**config.mk**
```make
export PLATFORM = sky130hd
export DESIGN_NAME = wb_pia_arb
export DESIGN_NICKNAME = d
export VERILOG_FILES = /design/src/rtl/wb_pia_arb.sv
export SDC_FILE = /design/constraint.sdc
export NUM_CORES = 1
export LEC_CHECK = 0
export ABC_AREA = 1
export CORE_ASPECT_RATIO = 1.25
export CORE_MARGIN = 1.5
export CORE_UTILIZATION = 41
export DETAILED_ROUTE_END_ITERATION = 6
export MAX_ROUTING_LAYER = met4
export PLACE_DENSITY = 0.77
export SYNTH_ARGS = -nofsm -noshare
export SYNTH_HDL_FRONTEND = slang
export SYNTH_SLANG_ARGS = --single-unit
```
**constraint.sdc**
```tcl
create_clock -name clk_i -period 1.25 [get_ports clk_i]
set_input_delay 0.125 -clock clk_i [delete_from_list [all_inputs] [get_ports clk_i]]
set_output_delay 0.125 -clock clk_i [all_outputs]
set_load 0.02 [all_outputs]
```
**src/rtl/wb_pia_arb.sv**
```systemverilog
// Two-master Wishbone arbiter for the PIA slave port.
// Round-robin selection, one slave strobe per access, and a timeout if the slave never acks.
module wb_pia_arb #(
    parameter int unsigned TIMEOUT  = 15,
    parameter logic [7:0]  ERR_DATA = 8'hFF
) (
    input  logic       clk_i,
    input  logic       rst_ni,
    input  logic       m0_stb_i,
    input  logic       m0_we_i,
    input  logic [6:0] m0_adr_i,
    input  logic [7:0] m0_dat_i,
    output logic       m0_ack_o,
    output logic       m0_err_o,
    output logic [7:0] m0_dat_o,
    input  logic       m1_stb_i,
    input  logic       m1_we_i,
    input  logic [6:0] m1_adr_i,
    input  logic [7:0] m1_dat_i,
    output logic       m1_ack_o,
    output logic       m1_err_o,
    output logic [7:0] m1_dat_o,
    output logic       s_stb_o,
    output logic       s_we_o,
    output logic [6:0] s_adr_o,
    output logic [7:0] s_dat_o,
    input  logic       s_ack_i,
    input  logic [7:0] s_dat_i,
    output logic [1:0] gnt_o
);

    localparam int unsigned ADR_W = 7;
    localparam int unsigned DAT_W = 8;
    localparam int unsigned CNT_W = 8;
    // A registered PIA can ack no earlier than one cycle after grant, so the window starts there.
    localparam logic [CNT_W-1:0] TO_LAST = CNT_W'(TIMEOUT);
    localparam logic [CNT_W-1:0] CNT_MAX = '1;

    typedef enum logic [1:0] {
        ST_IDLE = 2'd0,
        ST_BUSY = 2'd1,
        ST_DONE = 2'd2
    } state_e;

    state_e             state_q, state_d;
    logic               last_q, last_d;
    logic               owner_q, owner_d;
    logic               we_q, we_d;
    logic [ADR_W-1:0]   adr_q, adr_d;
    logic [DAT_W-1:0]   wdat_q, wdat_d;
    logic [CNT_W-1:0]   cnt_q, cnt_d;
    logic [1:0]         ack_q, ack_d;
    logic [1:0]         err_q, err_d;
    logic [DAT_W-1:0]   rdat0_q, rdat0_d;
    logic [DAT_W-1:0]   rdat1_q, rdat1_d;

    logic               grant_c;
    logic               sel_c;
    logic               ack_done_c;
    logic               to_done_c;
    logic [DAT_W-1:0]   cpl_dat_c;

    // State register
    always_ff @(posedge clk_i or negedge rst_ni) begin
        if (!rst_ni) begin
            state_q <= ST_IDLE;
        end else begin
            state_q <= state_d;
        end
    end

    // Next state and grant/completion decisions
    always_comb begin
        state_d    = state_q;
        grant_c    = 1'b0;
        sel_c      = 1'b0;
        ack_done_c = 1'b0;
        to_done_c  = 1'b0;
        case (state_q)
            ST_IDLE: begin
                if (m0_stb_i || m1_stb_i) begin
                    grant_c = 1'b1;
                    sel_c   = (m0_stb_i && m1_stb_i) ? ~last_q : m1_stb_i;
                    state_d = ST_BUSY;
                end
            end
            ST_BUSY: begin
                if (s_ack_i) begin
                    ack_done_c = 1'b1;
                    state_d    = ST_DONE;
                end else if (cnt_q == TO_LAST) begin
                    to_done_c = 1'b1;
                    state_d   = ST_DONE;
                end
            end
            ST_DONE: state_d = ST_IDLE;
            default: state_d = ST_IDLE;
        endcase
    end

    // Slave strobe drops combinationally with ack so the PIA sees exactly one strobe cycle
    always_comb begin
        s_stb_o = (state_q == ST_BUSY) && !s_ack_i;
        gnt_o   = 2'b00;
        if (state_q != ST_IDLE) begin
            gnt_o = owner_q ? 2'b10 : 2'b01;
        end
    end

    // Datapath next values: request latch, timeout counter, completion capture
    always_comb begin
        last_d    = last_q;
        owner_d   = owner_q;
        we_d      = we_q;
        adr_d     = adr_q;
        wdat_d    = wdat_q;
        cnt_d     = cnt_q;
        ack_d     = 2'b00;
        err_d     = 2'b00;
        rdat0_d   = rdat0_q;
        rdat1_d   = rdat1_q;
        cpl_dat_c = to_done_c ? ERR_DATA : s_dat_i;

        if (grant_c) begin
            last_d  = sel_c;
            owner_d = sel_c;
            we_d    = sel_c ? m1_we_i  : m0_we_i;
            adr_d   = sel_c ? m1_adr_i : m0_adr_i;
            wdat_d  = sel_c ? m1_dat_i : m0_dat_i;
            cnt_d   = '0;
        end

        if ((state_q == ST_BUSY) && !ack_done_c && !to_done_c && (cnt_q != CNT_MAX)) begin
            cnt_d = cnt_q + CNT_W'(1);
        end

        if (ack_done_c || to_done_c) begin
            ack_d[owner_q] = 1'b1;
            err_d[owner_q] = to_done_c;
            if (owner_q) begin
                rdat1_d = cpl_dat_c;
            end else begin
                rdat0_d = cpl_dat_c;
            end
        end
    end

    always_ff @(posedge clk_i or negedge rst_ni) begin
        if (!rst_ni) begin
            last_q  <= 1'b1;
            owner_q <= 1'b0;
            we_q    <= 1'b0;
            adr_q   <= '0;
            wdat_q  <= '0;
            cnt_q   <= '0;
            ack_q   <= 2'b00;
            err_q   <= 2'b00;
            rdat0_q <= '0;
            rdat1_q <= '0;
        end else begin
            last_q  <= last_d;
            owner_q <= owner_d;
            we_q    <= we_d;
            adr_q   <= adr_d;
            wdat_q  <= wdat_d;
            cnt_q   <= cnt_d;
            ack_q   <= ack_d;
            err_q   <= err_d;
            rdat0_q <= rdat0_d;
            rdat1_q <= rdat1_d;
        end
    end

    assign s_we_o   = we_q;
    assign s_adr_o  = adr_q;
    assign s_dat_o  = wdat_q;
    assign m0_ack_o = ack_q[0];
    assign m0_err_o = err_q[0];
    assign m0_dat_o = rdat0_q;
    assign m1_ack_o = ack_q[1];
    assign m1_err_o = err_q[1];
    assign m1_dat_o = rdat1_q;

endmodule

```
* Word level (Yosys, flattened, before mapping) *
Cells that the tools add are included.

storage, ports and cells
  word-level logic and storage cells = 65
  register bits = 48
  bits of input ports = 45

operators by class
  order comparisons = 2
  eq/ne operators = 5
  multiplexer cells = 26
  bitwise logic cells = 3
  reduce and logical (&&, ||, !) cells = 17
  add/subtract/negate cells = 1

operators by type and width
  kind                   count
  $mux W8                4
  $mux W2                7
  $mux W1                12
  $add A8 B1 Y8 const B  1
  $eq A8 B4 Y1 const B   1
  $ne A8 B8 Y1 const B   1
  $mux W7                1
  $logic_and A1 B1 Y1    6
  $reduce_and A2 Y1      3
  $pmux W2 S2            1
  $reduce_bool A2 Y1     2
  $logic_not A1 Y1       3
  $ne A3 B3 Y1 const B   1
  $and A2 B2 Y2          1
  $eq A2 B1 Y1 const B   1
  $logic_not A2 Y1       1
  $logic_or A1 B1 Y1     2
  $lt A1 B2 Y1 const B   1
  $ne A2 B2 Y1 const B   1
  $not A1 Y1             2
  $demux W1 S1           1
  $ge A1 B1 Y1 const B   1

* Depth between registers and ports, before layout *
  depth in word-level cells = 8
  depth in mapped cells = 9
  mapped depth without buffers = 8

* Least setup slack after synthesis *
OpenSTA, ideal clock, no wires.

  path type = flip-flop to flip-flop
  start = register cnt_q[0]
  end = register cnt_q[2]
  data arrival time = 1.177 ns
  cell stages (with the launch flop) = 9
  setup slack = -0.045 ns
  period minus slack after synthesis = 1.295 ns
  path through = dfrtp_1 > ha_1 > nand2_1 > nor2_4 > nand4_4 > nand2_4 > clkinv_2 > nand2_1 > nand2_1

on the way
  cells in the longest elaborated chain, start to end = 8
  elaborated cells between the ends (all ways) = 11

ends and longest elaborated chain
  item                                           RTL line  RTL
  start: declaration                             51        logic [CNT_W-1:0] cnt_q, cnt_d;
  start signal: assignment                       166       cnt_q <= cnt_d;
  $eq A8 B4 Y1                                   91        end else if (cnt_q == TO_LAST) begin
  $mux W1                                        91
  $mux W1                                        88        if (s_ack_i) begin
  $mux W1                                        79        case (state_q)
  $logic_not A1 Y1                               133       if ((state_q == ST_BUSY) && !ack_done_c && !to_done_c && (cnt_q != CNT_MAX)) begin
  $logic_and A1 B1 Y1 (2 in a row)               133
  $mux W8 or $reduce_bool A2 Y1 (tied branches)  n/a

Parallel ways exist; a longest one is shown, timed or not.
A chain may end at the register's enable or synchronous reset.

* Worst setup path in the final report *
  start = register state_q[1]
  end = register wdat_q[1], in the netlist s_dat_o[1]

on the way
  cells in the longest elaborated chain, start to end = 3
  elaborated cells between the ends (all ways) = 4

ends and longest elaborated chain
  item                      RTL line  RTL
  start: declaration        45        state_e state_q, state_d;
  start signal: assignment  68        state_q <= state_d;
  $logic_not A2 Y1 (*)      79
  $mux W1                   79
  $mux W8                   129       wdat_d = sel_c ? m1_dat_i : m0_dat_i;
  end signal: assignment    165       wdat_q <= wdat_d;
  end: declaration          50        logic [DAT_W-1:0] wdat_q, wdat_d;

Every way passes the cells marked *; elsewhere a longest branch is shown, timed or not.

==> results <==
==> cell usage in the layout (no fill, tap or decap), types with 6 or more instances in the layout <==
master,instances
clkdlybuf4s50_1,43
nor2_2,8
nand2_1,38
nor2_1,11
nor2_4,10
a21oi_2,16
nand3_1,9
dfrtp_1,45
buf_4,24
nand4_1,23
inv_1,50
dlygate4sd2_1,36
o21ai_1,20
o21ai_0,10
buf_6,14
nand2_2,6
==> per-layer routing <==
layer | wire [um] | vias up | track usage
met4 | 182 | 0 | 0.0858
li1 | - | 1170 | -
met2 | 3640 | 77 | 0.397
met3 | 304 | 18 | 0.0319
met5 | 0 | - | -
met1 | 2630 | 1136 | 0.265
==> through the flow <==
stage	TNS [ps]	instance area, sq um	utilization	std cells	hold slack [ps]
after CTS	-2170	3820	0.693	472	255
after global routing	-6600	3940	0.714	474	266
after detailed placement	-5990	3450	0.625	446	45.8
final	-3770	3940	0.714	474	243
after global placement	-4500	3450	0.625	446	45.2
after floorplan	0	2430	-	287	-171
==> registers in the layout (all words and copies together), names as in the netlist, 2 cells and up <==
name	cells
cnt_q	8
m0_dat_o	8
m1_dat_o	8
s_dat_o	8
s_adr_o	7
ack_q	2
err_q	2
state_q	2
==> cells in the mapped netlist (2+ instances only) <==
library cell,number,area share
inv_1,55,0.086
dfrtp_1,47,0.49
nand2_1,43,0.067
o21ai_0,30,0.063
nor2_1,24,0.038
nand4_1,23,0.060
a21oi_1,16,0.033
nand3_1,11,0.023
buf_2,5,0.010
nor2_4,5,0.023
o21ai_1,5,0.010
clkbuf_1,3,0.0047
buf_4,2,0.0063
inv_2,2,0.0031
nand3_4,2,0.015
==> power groups by stage <==
| stage | registers [W] | logic [W] | clock network (W) |
|---|---|---|---|
| after floorplan | 0.00311 | 0.00141 | 0 |
| after global placement | 0.00251 | 0.00371 | 0 |
| after detailed placement | 0.00252 | 0.00379 | 0 |
| after CTS | 0.00248 | 0.00415 | 0.00118 |
| after global routing | 0.00257 | 0.00475 | 0.00125 |
| final | 0.00250 | 0.00442 | 0.00115 |
==> worst paths after layout <==
path                                to  slack (ps)
setup / recovery            s_dat_o[1]        -150
hold / removal                err_q[0]         240
setup reg to reg            s_dat_o[1]        -150
hold reg to reg             s_dat_o[6]         490
max in group asynchronous  m0_dat_o[2]         460
min in group clk_i          s_adr_o[1]         410
==> logic make-up after synthesis <==
group                    after synthesis  synth area share
AO/OA/AOI/OAI                         54             0.121
XOR/XNOR                               1           0.00366
adder cells (fa/ha/maj)                1           0.00522
buffers and inverters                 70             0.119
flip-flops                            48             0.502
AND/OR/NAND/NOR                      113             0.249
==> cell type report <==
class | instances | area, sq um | area share
Clock inverter | 3 | 46.3 | 0.0117
Clock buffer | 5 | 68.8 | 0.0175
Timing Repair inverter | 2 | 15.0 | 0.00381
Timing Repair Buffer | 122 | 1150 | 0.293
Multi-Input combinational cell | 172 | 1140 | 0.290
Tap cell | 64 | 80.1 | 0.0203
Sequential cell | 48 | 1200 | 0.306
Inverter | 58 | 230 | 0.0584
==> what timing repair did <==
action | CTS | global route
endpoints found under the hold margin | 12 | 0
gates resized for setup | 111 | 36
hold buffers | 1 | 0
pin swaps | 22 | 18
endpoints found under the setup margin | 81 | 48
gates cloned | 6 | 0
buffers inserted | 11 | 3
==> impl_results.md <==
- Comb pwr share: 0.548
- Via/cell ratio: between 5 and 6
- GP Congestion: about 0.81
- FILL cells: between 400 and 500
- Final Setup Violations: 45
- Sequential power share: 0.310
- Mapped Nets: approximately 330
- Post-Syn Instances: between 200 and 300
- Syn-to-layout area delta: 64.4%
- Row cnt: 30
- Max incr delay on CP: ~450 ps
- Status: finished, violations left
- Clk pin slew, worst setup/hold paths: 90 ps
- Clk network pwr share: 0.143
- Mean post-synth cell area: approximately 8.3 sq um
- CTS Buf Count: 5
- CP max stage cell: dfrtp_2
- Asr flop ratio synth: 1.00
- Root buffer cell: clkbuf_8
- Crit-path leading delay family: flip-flops
- Top Ports: 84
- Switch share: 0.430
- Die area: roughly 0.0063 sq mm
- Diodes inserted: 0
- RSZ-0062 raised after global routing: yes
- Crit path required time: about 1500 ps
- Syn. warnings: 0
- Setup crit end kind: register
- Hpwl dp: ~4500 um
- Worst Path Arrival: between 1500 and 2000 ps
- Hold Fails Final Rpt: 0
- Overall power: 0.00808 W
- Final Skew: ~5 ps
- Largest net degree at the start of global routing: 22
- Avg WL per Cell: between 10 and 15 um
- Drt first-iter violations: about 140
- Type of origin of the critical path: register
- Gr ovfl total: 0
- CP Max Fanout: 8
- Ratio of cells with drive above 1 in the final layout: 0.298
- Most used DFF post-synth: dfrtp_1
- Fin. max-slew vios: 0
- Mapped Area: about 0.0024 sq mm
- Failing checks: negative setup slack
- P_leak: ~2.0 nW
- Pwr Density: between 2000 and 2500 mW/mm^2
- Post-synthesis register bit count: between 40 and 50
- Max-cap violation count: 0
- Post-layout minimum cycle time: ~1400 ps
- Vias in the first global route: roughly 2400
- Place WS: -211 ps
- Clock buffer depth: 2
- Max Freq: between 700 and 800 MHz
- Worst path depth: 7
- Worst path cell trace: nor2_4 -> buf_6 -> inv_4 -> nor2_4 -> buf_8 -> nor2_1 -> o21ai_1
- Total GRT Usage: 0.227
- Relative slew slack: 0.767
- Nets: 455
- CP most frequent cell: nor2_4
- Routed wire length: a little under 7000 um
- Effective utilization at floorplan: 0.434
- Hold WC Path Type: primary input to async pin
- Power Internal: roughly 0.0046 W
- Worst setup margin: -148 ps
- Max IR drop VDD: 0.00114 V
- Crit. Startpoint: state_q[1]
- Period utilization: 1.12
- # clock sinks: 48
- CP bufs+invs: 3
- Number of synthesized flops with an enable pin: 0
- PortBufs: 83
- First-pass GRT wire length: 10900 um
- H-tree depth: 2
- DRT Pass-1 Iters: 4
- Post-synthesis sequential area ratio: 0.502
- Die Height: ~88 um
- Switching Power: 0.00347 W
- Die width: just over 70 um
- Initial antenna violation count: 0
- Clk Latency, worst-skew pair: 310 ps
- Slew @ Worst Pin: around 350 ps
- Final antenna-violating net count: 0
- Worst reg2reg path depth: 7
- R2R Path Start: state_q[1]
- TritonCTS clock tree: done
- DRC: 0
- Vias: between 2000 and 2500
- Synth unique cells: 29
- Core footprint: between 0.005 and 0.006 sq mm
- Worst Setup Path Type: register to register
Note: power is estimated with default switching activity, not from simulation.
